`src/rtl/npu_sequencer.sv`:
```
`default_nettype none
//------------------------------------------------------------------------------
// Module  : npu_sequencer
// Brief   : NPU inference controller (config phase, compute phase, argmax of scores).
//           Optional RUN watchdog: define NPU_SEQ_TIMEOUT_EN.
// Revision: 1.0
//------------------------------------------------------------------------------
module npu_sequencer #(
  parameter int N_CLASSES      = 10,
  parameter int CFG_CYCLES     = 16,
  parameter int TIMEOUT_CYCLES = 65535
) (
  input  logic        clk,
  input  logic        reset,
  input  logic [31:0] control_reg,
  input  logic [7:0]  d_out,
  input  logic        d_out_valid,
  output logic        en_config,
  output logic        en_fsm,
  output logic        busy,
  output logic [31:0] ready,
  output logic [31:0] answer
);

  localparam logic [1:0] S_IDLE   = 2'd0;
  localparam logic [1:0] S_CONFIG = 2'd1;
  localparam logic [1:0] S_RUN    = 2'd2;
  localparam logic [1:0] S_DONE   = 2'd3;

  localparam logic [7:0] CFG_LAST   = 8'(CFG_CYCLES - 1);
  localparam logic [4:0] SCORE_LAST = 5'(N_CLASSES - 1);

  logic [1:0]  state_q, state_d;
  logic        start_q;
  logic [7:0]  cfg_cnt_q, cfg_cnt_d;
  logic [4:0]  score_cnt_q, score_cnt_d;
  logic [7:0]  max_q, max_d;
  logic [3:0]  idx_q, idx_d;
  logic        en_config_q, en_config_d;
  logic        en_fsm_q, en_fsm_d;
  logic        busy_q, busy_d;
  logic [1:0]  ready_q, ready_d;
  logic [31:0] answer_q, answer_d;

  logic        start_pulse;
  logic        abort;
  logic        score_wins;
  logic        last_valid;
  logic [7:0]  new_max;
  logic [3:0]  new_idx;
  logic        unused_ctrl;

  assign unused_ctrl = ^control_reg[31:2];
  assign start_pulse = control_reg[0] & ~start_q;
  assign abort       = control_reg[1];

  // First score of a run always seeds the max; later ones must be strictly greater.
  assign score_wins = (score_cnt_q == 5'd0) || ($signed(d_out) > $signed(max_q));
  assign new_max    = score_wins ? d_out : max_q;
  assign new_idx    = score_wins ? score_cnt_q[3:0] : idx_q;
  assign last_valid = d_out_valid && (score_cnt_q == SCORE_LAST);

`ifdef NPU_SEQ_TIMEOUT_EN
  localparam logic [15:0] TMO_LAST = 16'(TIMEOUT_CYCLES - 1);
  logic [15:0] tmo_q, tmo_d;

  always_ff @(posedge clk or posedge reset) begin
    if (reset) tmo_q <= 16'd0;
    else       tmo_q <= tmo_d;
  end
`else
  logic [15:0] unused_tmo;
  assign unused_tmo = 16'(TIMEOUT_CYCLES);
`endif

  always_comb begin
    state_d     = state_q;
    cfg_cnt_d   = cfg_cnt_q;
    score_cnt_d = score_cnt_q;
    max_d       = max_q;
    idx_d       = idx_q;
    en_config_d = en_config_q;
    en_fsm_d    = en_fsm_q;
    ready_d     = ready_q;
    answer_d    = answer_q;
`ifdef NPU_SEQ_TIMEOUT_EN
    tmo_d       = tmo_q;
`endif
    if (abort && (state_q == S_CONFIG || state_q == S_RUN)) begin
      state_d     = S_IDLE;
      en_config_d = 1'b0;
      en_fsm_d    = 1'b0;
      ready_d     = 2'b00;
    end else begin
      case (state_q)
        S_IDLE, S_DONE: begin
          if (start_pulse) begin
            state_d     = S_CONFIG;
            en_config_d = 1'b1;
            ready_d     = 2'b00;
            cfg_cnt_d   = 8'd0;
          end
        end
        S_CONFIG: begin
          if (cfg_cnt_q == CFG_LAST) begin
            state_d     = S_RUN;
            en_config_d = 1'b0;
            en_fsm_d    = 1'b1;
            score_cnt_d = 5'd0;
            max_d       = 8'd0;
            idx_d       = 4'd0;
`ifdef NPU_SEQ_TIMEOUT_EN
            tmo_d       = 16'd0;
`endif
          end else begin
            cfg_cnt_d = cfg_cnt_q + 8'd1;
          end
        end
        S_RUN: begin
          if (d_out_valid) begin
            max_d       = new_max;
            idx_d       = new_idx;
            score_cnt_d = score_cnt_q + 5'd1;
          end
          // Completion is tested first so it beats a same-cycle timeout.
          if (last_valid) begin
            state_d  = S_DONE;
            en_fsm_d = 1'b0;
            ready_d  = 2'b01;
            answer_d = {16'h0000, new_max, 4'h0, new_idx};
          end
`ifdef NPU_SEQ_TIMEOUT_EN
          else if (tmo_q == TMO_LAST) begin
            state_d  = S_DONE;
            en_fsm_d = 1'b0;
            ready_d  = 2'b11;
            answer_d = 32'hFFFF_FFFF;
          end
          tmo_d = tmo_q + 16'd1;
`endif
        end
        default: state_d = S_IDLE;
      endcase
    end
    busy_d = en_config_d | en_fsm_d;
  end

  always_ff @(posedge clk or posedge reset) begin
    if (reset) begin
      state_q     <= S_IDLE;
      start_q     <= 1'b0;
      cfg_cnt_q   <= 8'd0;
      score_cnt_q <= 5'd0;
      max_q       <= 8'd0;
      idx_q       <= 4'd0;
      en_config_q <= 1'b0;
      en_fsm_q    <= 1'b0;
      busy_q      <= 1'b0;
      ready_q     <= 2'b00;
      answer_q    <= 32'd0;
    end else begin
      state_q     <= state_d;
      start_q     <= control_reg[0];
      cfg_cnt_q   <= cfg_cnt_d;
      score_cnt_q <= score_cnt_d;
      max_q       <= max_d;
      idx_q       <= idx_d;
      en_config_q <= en_config_d;
      en_fsm_q    <= en_fsm_d;
      busy_q      <= busy_d;
      ready_q     <= ready_d;
      answer_q    <= answer_d;
    end
  end

  assign en_config = en_config_q;
  assign en_fsm    = en_fsm_q;
  assign busy      = busy_q;
  assign ready     = {30'd0, ready_q};
  assign answer    = answer_q;

endmodule
`default_nettype wire

```
`config.mk`:
```
export PLATFORM = sky130hd
export DESIGN_NAME = npu_sequencer
export DESIGN_NICKNAME = d
export VERILOG_FILES = /design/src/rtl/npu_sequencer.sv
export SDC_FILE = /design/constraint.sdc
export NUM_CORES = 1
export LEC_CHECK = 0
export BUFFER_PORTS_ARGS = -buffer_cell sky130_fd_sc_hd__buf_2
export CAP_MARGIN = 15
export CORE_MARGIN = 4
export CORE_UTILIZATION = 30
export CTS_BUF_LIST = sky130_fd_sc_hd__clkbuf_2
export CTS_CLUSTER_DIAMETER = 50
export CTS_CLUSTER_SIZE = 20
export DETAILED_ROUTE_END_ITERATION = 16
export PLACE_DENSITY = 0.61
export SKIP_CTS_REPAIR_TIMING = 1
export SYNTH_ARGS = -nofsm -noshare
export SYNTH_HDL_FRONTEND = slang
export SYNTH_SLANG_ARGS = --single-unit
```
`constraint.sdc`:
```
create_clock -name clk -period 2.34 [get_ports clk]
set_input_delay 0.351 -clock clk [delete_from_list [all_inputs] [get_ports clk]]
set_output_delay 0.351 -clock clk [all_outputs]
set_load 0.01 [all_outputs]
```
==> out/summary.md, run 1 <==
The tools report the global route total overflow as 0. In the final layout, flip-flops and latches occupy 1100 sq um. The pin count of the biggest net entering global routing was 32. The tools report the achievable clock frequency as 0.452 GHz. The slowest stage of the critical path belongs to the cell sky130_fd_sc_hd__or4_1.

The hold violation count in the final report is 0. Fill cells in the final layout number 1059. Timing analysis after detailed placement gives a worst setup slack of 0.144 ns.

Global routing used 11.8% of the available tracks across all layers. The HPWL after detailed placement is 5.36 mm. The core area came out at 9860 sq um. The number of I/O pins was 110. Summed over all cells, the static leakage comes to 0.00154 uW. After layout, the worst setup slack is 0.128 ns. The synthesized design contains 0 enable-type register cells. Once layout is done, the placed cells without fillers occupy 3360 sq um. STA classifies the critical path startpoint as a register.

For the maximum buffer depth of the clock tree, the log shows 2. The end point of the worst hold path is start_q. The flow ran to the end, and the final reports show no timing, DRC or antenna violations.

After clock tree synthesis, the clock-pin slew on the worst setup and hold paths is 0.24 ns. The sequential-to-total area share from yosys stat came out at 35.9%. The first TritonRoute pass finished after 4 iterations. The floorplan has 36 rows. The routed layout has 2603 vias.

The number of warnings reported in the yosys synthesis log was 0; the summed negative setup slack over all endpoints was 0 ns. The combined buffer and inverter count along the critical path was 2. The run gives 2.55 ns as the critical path data arrival time.

The die is 109 microns wide. Setup violations remaining at the end of the flow were counted as 0. The total placed instance area is 3300 sq um, and the number of nets with antenna violations after routing is 0. The via count of the first global-routing pass is 2375. The die covers 11900 sq um. The number of library cell types mapped by synthesis is 51, and the total power divided by cell area is 790 nW/um^2. The average cell area after synthesis was 8.71 sq um. Summing every instance area after synthesis gives 3060 sq um.

The routed design could run at a clock period as short as 2.21 ns. The tree is rooted in a sky130_fd_sc_hd__clkbuf_2. Once the floorplan was initialized, standard cells occupied 31.1% of the core. The first global-routing pass estimated 11.4 mm of wire. Broken down by cell family, the worst path's largest delay share belongs to simple AND/OR/NAND/NOR gates. The ratio of cells with drive above 1 in the final layout is 18.2%. The worst setup path is captured at a register.

The H-tree was split into 2 levels. In the layout the commonest cells are sky130_fd_sc_hd__conb_1, sky130_fd_sc_hd__nand2_1, sky130_fd_sc_hd__dfrtp_1. For the worst setup path, the data required time is 2.68 ns.

The number of CTS-inserted buffers is 5. The most common library cell in the layout ignoring fill and taps is sky130_fd_sc_hd__conb_1. In the routed layout, each cell is associated on average with a via count of 4.93. In the routed design, unresolved DRC markers number 0. Routability-driven placement finished with a final weighted congestion of 0.816. The count of port buffers added during placement was 28. For this run, asynchronously set or reset flops after synthesis account for 100%. Synthesis produced a netlist whose cell count is 352. TritonCTS built the clock tree.

Setup repair after global routing left no endpoint under its margin. For the final database, setup skew stands at 0.0352 ns. The signal on the critical path passes through inv_1, ha_1, nor2b_1, o211ai_1, a211oi_2, buf_4, or4_1, nand3_1. The logs give 452 for the post-layout net count and 0 for the number of antenna violations at the first check in global routing.

The routed design has 7.18 mm of wire. After detailed routing, the average wire length per cell comes to 13.6 microns. The number of cells on the worst reg-to-reg path is 8. Top flip-flop cell by instance count after synthesis: sky130_fd_sc_hd__dfrtp_1. The max-capacitance violation count was 0.

The area of combinational cells with multiple inputs is 1620 sq um. Type of the worst setup path: register to register. The tools report the register-to-register setup slack as 0.13 ns. The maximum single-stage delay on the critical path was 0.52 ns; the number of DRC markers after the initial detailed-route iteration was 147.

The cell depth of the worst min-delay path is 1, and the number of clock sinks is 44. Measured against its own limit, the worst slew margin works out to 56.4%. The die outline height is 109 microns, and the area growth from synthesis to final layout is 9.72%.

The worst hold path begins at control_reg[0]. Along the worst path, the maximum fanout reaches 13. Transition time at the pin with the least slew margin: 0.651 ns. The startpoint identified for the worst register-to-register timing path is max_q[1]. Of the available clock period, the critical path in the final layout requires 94.5%. The peak ir drop on the vdd network came out at 0.000516 V. The path class of the tightest hold or removal check is primary input to register. The clock insertion delay at the later pin of the skew report is 0.41 ns, and the number of antenna cells inserted is 0. In this run the critical register-to-register path is captured at idx_q[2]. The number of pins exceeding their max-slew limit in the final report came out at 0.

Counting flops and latches in the post-synthesis netlist gives 44.
cells by family after synthesis:
logic type      Yosys count  share of synthesized area (%)
flops                    44                           35.9
compound gates           83                           20.9
buf+inv                  93                           18.2
fa+ha+maj                14                           5.72
other cells               1                          0.122
mux                       2                          0.694
simple gates            115                           18.5
cell usage after synthesis, types with 3 or more instances:
master,instances,area (sq um)
sky130_fd_sc_hd__ha_1,14,175
sky130_fd_sc_hd__o211ai_1,9,67.6
sky130_fd_sc_hd__or4_1,8,60.1
sky130_fd_sc_hd__a21oi_1,6,30.0
sky130_fd_sc_hd__dfrtp_1,44,1100
sky130_fd_sc_hd__nand3_1,15,75.1
sky130_fd_sc_hd__or2_2,3,18.8
sky130_fd_sc_hd__a311o_1,4,40.0
sky130_fd_sc_hd__o311ai_1,3,26.3
sky130_fd_sc_hd__a22o_1,5,43.8
sky130_fd_sc_hd__nand2b_1,9,56.3
sky130_fd_sc_hd__nand4_1,6,37.5
sky130_fd_sc_hd__nand2_1,47,176
sky130_fd_sc_hd__buf_4,51,383
sky130_fd_sc_hd__o221ai_1,5,43.8
sky130_fd_sc_hd__o31ai_1,3,22.5
sky130_fd_sc_hd__a31oi_1,3,18.8
sky130_fd_sc_hd__nor2_1,14,52.6
sky130_fd_sc_hd__clkbuf_1,14,52.6
sky130_fd_sc_hd__o21ai_0,10,50.1
sky130_fd_sc_hd__inv_1,24,90.1
sky130_fd_sc_hd__o311ai_0,17,149
layer usage:
metal,global-route usage [%],vias up,wire [microns]
met1,15.8,1270,3190
li1,-,1257,-
met3,2.61,4,419
met5,0,-,0
met4,1.98,0,25
met2,19.9,72,3550
stage by stage:
step	hold slack, ns	util (%)	cells	power [uW]
final	0.0776	34.1	528	2650
after global routing	0.0359	34.1	528	2880
after CTS	-0.178	33.8	527	2650
after detailed placement	0.332	33.5	520	2320
after global placement	0.327	33.5	520	2270
after floorplan	0.382	-	402	1940
where the power goes:
part / switching (uW) / total, uW / internal (uW) / leakage (uW)
logic: 881 / 1390 / 505 / 0.000937
clock network: 253 / 324 / 71.3 / 0.0000288
registers: 80.8 / 945 / 864 / 0.000575
cell type report:
cell class / count / share of cell area (%)
flip-flops and latches: 44 / 32.8
inverters: 24 / 2.68
clock inverters: 1 / 0.149
repair buffers: 55 / 10.3
multi-input cells: 265 / 48.3
clock buffers: 6 / 0.893
well taps: 133 / 4.95
flip-flops by register name, indices dropped and copies added (netlist names):
name         cells
answer          12
en_fsm           1
max_q            8
score_cnt_q      5
busy             1
state_q          2
start_q          1
en_config        1
ready_q          1
cfg_cnt_q        8
idx_q            4
worst max path at each step:
stage                             from         end  slack [ns]  depth (start not counted)
after CTS                 cfg_cnt_q[0]    max_q[4]        0.11                          6
after floorplan               max_q[7]  answer[11]        0.28                          8
after global routing          max_q[1]  answer[15]        0.02                          8
after detailed placement  cfg_cnt_q[0]    max_q[4]        0.14                          6
after global placement    cfg_cnt_q[0]    max_q[3]        0.18                          6
final                         max_q[1]    idx_q[2]        0.13                          8
(Power assumes the default switching activity.)
==> inputs of run 2 (changes only) <==
- CELL_PAD_IN_SITES_DETAIL_PLACEMENT: unset -> 0
- CELL_PAD_IN_SITES_GLOBAL_PLACEMENT: unset -> 2
- CORE_UTILIZATION: 30 -> 29
- PLACE_DENSITY: 0.61 -> 0.9
==> run 2 against run 1 <==
Worst hold slack lost 0.038 ns. Combinational power shrank 4%. Die area grew 3.2%. Largest power group unchanged.
==> out/summary.md, run 2 (synthesis results as in run 1) <==
The number of antenna cells inserted came out at 0 (unchanged). The logs give 525 (-0.57%) for the count of placed standard cells in the final layout, fillers left out and 0 ns (unchanged) for the summed negative setup slack over all endpoints. The global placer's final weighted congestion is 0.816 (about the same).

The worst setup path is launched from a register. The number of CTS-inserted buffers came out at 5 (unchanged). From synthesis to final layout, the design area changed by 8.86%. The clock insertion delay at the later pin of the skew report came out at 0.43 ns (+0.02 ns). Setup repair after global routing left no endpoint under its margin.

The run gives 29.7% (-1.4 points) as the starting density of the core. By startpoint and endpoint, the worst setup path is classified as register to register. In the layout the commonest cells are sky130_fd_sc_hd__conb_1, sky130_fd_sc_hd__nand2_1, sky130_fd_sc_hd__dfrtp_1. The max-capacitance violation count is 0 (unchanged), and the count of vias placed by the detailed router is 2559 (-1.7%). Global route total overflow: 0 (unchanged). CTS placed an instance of sky130_fd_sc_hd__clkbuf_2 at the clock tree root. The number of DRC markers after the initial detailed-route iteration came out at 144 (-2.0%). The run gives 37 (+2.8%) as the number of cell rows. The leakage power came out at 0.00151 uW (-2.2%).

The relative slew slack is 59.8% (+3.4 points), and the top fanout value on the critical path is 17 (+4). The run gives 2.73 ns (+0.05 ns) as the worst path required time. The most common library cell in the layout ignoring fill and taps was sky130_fd_sc_hd__conb_1. The tools report the post-layout net count as 445 (-1.5%).

The transition time at the pin with the least slew margin is 0.602 ns (-0.0488 ns), and the final clock period utilization by the worst path is 92.4% (-2.1 points). The detailed-route wire length per cell is 13.4 microns (-1.2%), and the number of I/O pins is 110 (unchanged). The total power divided by cell area was 818 nW/um^2 (+3.6%). The number of pins exceeding their max-slew limit in the final report came out at 0 (unchanged).

TritonCTS built the clock tree. The total global-route track usage is 11.2% (-0.60 points), and the wire length of the first global-routing pass is 11.8 mm (+3.3%). The sort of element at the end of the critical path is a register. The number of vias per cell after detailed routing came out at 4.87 (-1.1%). The critical path data arrival time was 2.55 ns (about the same). The tools report the via count of the first global-routing pass as 2452 (+3.2%).

The run gives 0 (unchanged) as the number of antenna violations at the first check in global routing. The ratio of cells with drive above 1 in the final layout was 17.0% (-1.3 points); the number of nets with antenna violations after routing was 0 (unchanged). The run finished with clean final reports. For the number of endpoints failing setup at the final stage, the log shows 0 (unchanged).

The count of port buffers added during placement was 28 (unchanged). Detailed-placement wirelength estimate: 5.10 mm (-4.8%). The core area is 10300 sq um (+4.7%). The number of flip-flops under the largest register name is 12 (unchanged).

The total DRC errors in the routed layout was 0 (unchanged). The run gives 4 (unchanged) as the number of optimization iterations in the first detailed-route pass. The time the final worst path needs with I/O delays and setup was 2.16 ns (-0.0489 ns); the maximum level of the CTS H-tree was 2 (unchanged). The tools report the achievable clock frequency as 0.462 GHz (+2.3%). The setup clock skew after layout is 0.0367 ns (+0.00149 ns), and the die outline height is 111 microns (+1.6%). The tools report the number of placed instances, taps included as 515 (-0.96%). The worst hold path belongs to the class primary input to asynchronous set/reset pin.

For the number of clock sinks, the log shows 44 (unchanged). For the total routed wirelength, the log shows 7.06 mm (-1.8%). The peak ir drop on the vdd network was 0.000292 V (-43%). The floorplan die width is 111 microns (+1.6%), and the pin count of the biggest net entering global routing is 45 (+41%). The logs give 2 (unchanged) for the maximum buffer depth of the clock tree and 12300 sq um (+3.2%) for the area enclosed by the die boundary. The run gives 0 (unchanged) as the hold violation count in the final report. The clock-pin slew on the worst setup and hold paths came out at 0.25 ns (about the same).
-- run 2: cell type report --
class | count | area [sq um]
fillers | 1102 | 6990
clock buffers | 5 | 25.0
flip-flops and latches | 44 | 1100
repair buffers | 48 | 293
multi-input cells | 265 | 1620
well taps | 136 | 170
clock inverters | 3 | 37.5
inverters | 24 | 90.1
-- run 2: worst max-delay path: stages, from the launching register on --
cell                       delay (ns)
sky130_fd_sc_hd__dfrtp_1         0.45
sky130_fd_sc_hd__inv_1           0.06
sky130_fd_sc_hd__ha_1            0.29
sky130_fd_sc_hd__nor2b_1         0.14
sky130_fd_sc_hd__o211ai_1        0.24
sky130_fd_sc_hd__a211oi_2        0.12
sky130_fd_sc_hd__buf_4           0.20
sky130_fd_sc_hd__or4_1           0.53
sky130_fd_sc_hd__nand3_1         0.09
-- run 2: metrics by stage --
step           instance area (sq um)  utilization, %  hold WS [ns]  setup WS, ns  power, uW
2_1_floorplan                   3250               -         0.382         0.281       1940
3_3_place_gp                    3250            31.5         0.479         0.136       2240
3_5_place_dp                    3250            31.5         0.481         0.125       2280
4_1_cts                         3310            32.1      -0.00956         0.113       2740
5_1_grt                         3340            32.3        0.0380        0.0505       2960
6_report                        3340            32.3        0.0394         0.177       2730
-- run 2: routing by layer --
| metal | vias to the layer above | GRT usage (%) | part of all wire, % |
|---|---|---|---|
| met2 | 56 | 18.1 | 48 |
| met5 | - | 0 | 0 |
| met4 | 0 | 2.22 | 0.57 |
| met3 | 5 | 2.51 | 4.7 |
| met1 | 1252 | 15.5 | 47 |
| li1 | 1246 | - | - |
-- run 2: worst paths after layout --
kind                                    from           end  slack (ns)  cells past startpoint
min in group clk                    d_out[0]     answer[8]        0.17                      3
worst min-delay path                   reset     answer[8]        0.04                      3
max in group asynchronous              reset  cfg_cnt_q[6]        1.88                      3
worst max register to register      max_q[1]      idx_q[2]        0.18                      8
worst min register to register  cfg_cnt_q[1]  cfg_cnt_q[1]        0.53                      2
worst max-delay path                max_q[1]      idx_q[2]        0.18                      8
-- run 2: where the power goes --
part | total [uW] | switching, uW | leakage (uW) | internal (uW)
Sequential | 956 | 92.0 | 0.000575 | 864
Clock | 439 | 264 | 0.0000380 | 174
Combinational | 1340 | 863 | 0.000894 | 472
==> inputs of run 3 (changes only) <==
- MAX_ROUTING_LAYER: unset -> met4
==> run 3 against run 2 <==
Global-route usage grew 0.29 points. Combinational power is essentially flat. Die area is the same. Maximum frequency grew 0.46%. Critical endpoint unchanged. Highest routed layer unchanged.
==> out/summary.md, run 3 (synthesis results as in run 1) <==
The run finished with clean final reports. met2 is the most crowded layer. The wire length of the first global-routing pass is 11.8 mm (about the same), and the net switching power is 1220 uW (about the same). Sort of element at the end of the critical path: a register. The number of endpoints failing setup at the final stage was 0 (unchanged); the total power divided by cell area was 818 nW/um^2 (about the same).

Transition time at the pin with the least slew margin: 0.601 ns (-0.00185 ns). The library cell used most frequently in the layout, excluding fill and tap cells, is sky130_fd_sc_hd__conb_1. The logs give 0.829 (+1.5%) for the global placer's final weighted congestion and 7.04 mm (-0.20%) for the total routed wirelength. Count of port buffers added during placement: 28 (unchanged).

The run gives 10300 sq um (unchanged) as the core area. The number of I/O pins is 110 (unchanged). The maximum single-stage delay on the critical path came out at 0.53 ns (about the same).

The maximum level of the CTS H-tree is 2 (unchanged). The pin count of the biggest net entering global routing was 45 (unchanged). The hold violation count in the final report came out at 0 (unchanged).

Detailed-route wire length per cell: 13.4 microns (-0.20%). The relative slew slack is 60.0% (+0.12 points), and the combined buffer and inverter count along the critical path is 2 (unchanged). The worst path required time was 2.73 ns (about the same). The tools report the met2 track demand over resource as 18.2% (+0.040 points).

For the global routing usage on met3, the log shows 2.51% (unchanged). The number of flip-flops under the largest register name works out to 12 (unchanged). The slowest stage of the critical path belongs to the cell sky130_fd_sc_hd__or4_1.

The worst setup path is launched from a register. Setup repair after global routing left no endpoint under its margin. The total DRC errors in the routed layout is 0 (unchanged), and the power share of the sequential group is 35.0% (about the same). The global-route track usage on met1 is 15.4% (-0.10 points), and the starting density of the core is 29.7% (unchanged). The area enclosed by the die boundary is 12300 sq um (unchanged). The tools report the critical path data arrival time as 2.54 ns (about the same). The tools report the number of nets with antenna violations after routing as 0 (unchanged). The top fanout value on the critical path was 17 (unchanged). Die outline height: 111 microns (unchanged). The library cells used most frequently in the layout, excluding fill and tap cells, are sky130_fd_sc_hd__conb_1, sky130_fd_sc_hd__nand2_1, sky130_fd_sc_hd__dfrtp_1.

The clock-pin slew on the worst setup and hold paths came out at 0.24 ns (about the same). The final clock period utilization by the worst path was 92.0% (-0.43 points). For the post-layout net count, the log shows 445 (unchanged).

The ratio of cells with drive above 1 in the final layout is 17.0% (unchanged). The internal cell power is 1510 uW (about the same). The number of cell rows was 37 (unchanged). Number of vias per cell after detailed routing: 4.87 (unchanged). The min-delay analysis places its worst path in the category primary input to asynchronous set/reset pin. The run gives 0 (unchanged) as the max-capacitance violation count.

The worst setup path is of the register to register kind. For the total global-route track usage, the log shows 11.5% (+0.29 points). TritonCTS built the clock tree. The number of antenna violations at the first check in global routing was 0 (unchanged). The logs give 2559 (unchanged) for the count of vias placed by the detailed router and 48.9% (about the same) for the combinational cell fraction of total power. The critical path goes through inv_1, ha_1, nor2b_1, o211ai_1, a211oi_2, buf_4, or4_1, nand3_1. The global route total overflow came out at 0 (unchanged). Number of DRC markers after the initial detailed-route iteration: 127 (-12%). Via count of the first global-routing pass: 2451 (-0.041%). The achievable clock frequency was 0.464 GHz (+0.46%); the peak ir drop on the vdd network was 0.000290 V (-0.69%). The number of antenna cells inserted is 0 (unchanged). The area growth from synthesis to final layout was 8.86% (unchanged); the summed negative setup slack over all endpoints was 0 ns (unchanged). For the number of optimization iterations in the first detailed-route pass, the log shows 4 (unchanged). The maximum buffer depth of the clock tree is 2 (unchanged), and the layout filler cell count is 1102 (unchanged). The time the final worst path needs with I/O delays and setup came out at 2.15 ns (-0.00996 ns).

The run gives 0 (unchanged) as the number of pins exceeding their max-slew limit in the final report. Setup clock skew after layout: 0.0336 ns (-0.00308 ns). The kind of cell with the highest combined delay on the critical path is simple AND/OR/NAND/NOR gates. In this run the clock root is driven by a sky130_fd_sc_hd__clkbuf_2. Leakage power: 0.00151 uW (unchanged). The final design instance area without fill was 3340 sq um (unchanged); the number of CTS-inserted buffers was 5 (unchanged).

The detailed-placement wirelength estimate is 5.10 mm (unchanged), and the floorplan die width is 111 microns (unchanged). The number of logic stages on the critical path including buffering came out at 8 (unchanged). The fraction of power spent switching nets is 44.7% (about the same).

The clock insertion delay at the later pin of the skew report was 0.43 ns (about the same). The total placed instance area came out at 3250 sq um (unchanged). Number of cells on the worst reg-to-reg path: 8 (unchanged). The run gives 16.0% (about the same) as the part of the total power dissipated in the clock network.

The number of clock sinks was 44 (unchanged).
run 3: cell counts in the layout (fill, tap and decap cells not counted):
Identical to the previous run, type by type.
run 3: layout make-up:
type                       count  area [sq um]  area share, %
clock buffer                   5          25.0          0.750
clock inverter                 3          37.5           1.13
inverter                      24          90.1           2.70
multi-input combinational    265          1620           48.5
sequential                    44          1100           33.0
tap                          136           170           5.10
timing repair buffer          48           293           8.78
run 3: final timing paths:
| path | start | slack [ns] | endpoint |
|---|---|---|---|
| hold / removal | reset | 0.04 | cfg_cnt_q[7] |
| setup / recovery | max_q[1] | 0.19 | idx_q[2] |
| hold reg to reg | cfg_cnt_q[1] | 0.53 | cfg_cnt_q[1] |
| min in group clk | d_out[0] | 0.17 | answer[8] |
| max in group asynchronous | reset | 1.88 | cfg_cnt_q[6] |
| setup reg to reg | max_q[1] | 0.19 | idx_q[2] |
run 3: metal layers:
| layer | wire length [microns] | part of all wire (%) | up-vias |
|---|---|---|---|
| met5 | 0 | 0 | - |
| met4 | 40 | 0.57 | 0 |
| met3 | 368 | 5.2 | 5 |
| met2 | 3360 | 48 | 62 |
| met1 | 3270 | 46 | 1249 |
| li1 | - | - | 1243 |
run 3: stage by stage:
stage / instances / utilization, % / worst slack [ns] / power [uW] / hold WS, ns
after CTS: 523 / 32.1 / 0.113 / 2740 / -0.00956
after global placement: 515 / 31.5 / 0.136 / 2240 / 0.479
after detailed placement: 515 / 31.5 / 0.125 / 2280 / 0.481
after global routing: 525 / 32.3 / 0.0509 / 2960 / 0.0380
after floorplan: 402 / - / 0.281 / 1940 / 0.382
final: 525 / 32.3 / 0.187 / 2730 / 0.0393
run 3: power groups by stage:
| stage | logic (uW) | clock network [uW] | registers (uW) |
|---|---|---|---|
| finish | 1340 | 438 | 956 |
| global route | 1500 | 492 | 976 |
| CTS | 1320 | 462 | 957 |
| detailed placement | 1310 | 0 | 971 |
| global placement | 1280 | 0 | 967 |
| floorplan | 992 | 0 | 953 |
run 3: worst reg2reg max path: cells and delay by family, from the launching register on:
| kind | cells | cell delay (ns) |
|---|---|---|
| flip-flops | 1 | 0.45 |
| AND/OR/NAND/NOR | 3 | 0.76 |
| buffers and inverters | 2 | 0.26 |
| adder cells (fa/ha/maj) | 1 | 0.29 |
| AO/OA/AOI/OAI | 2 | 0.35 |
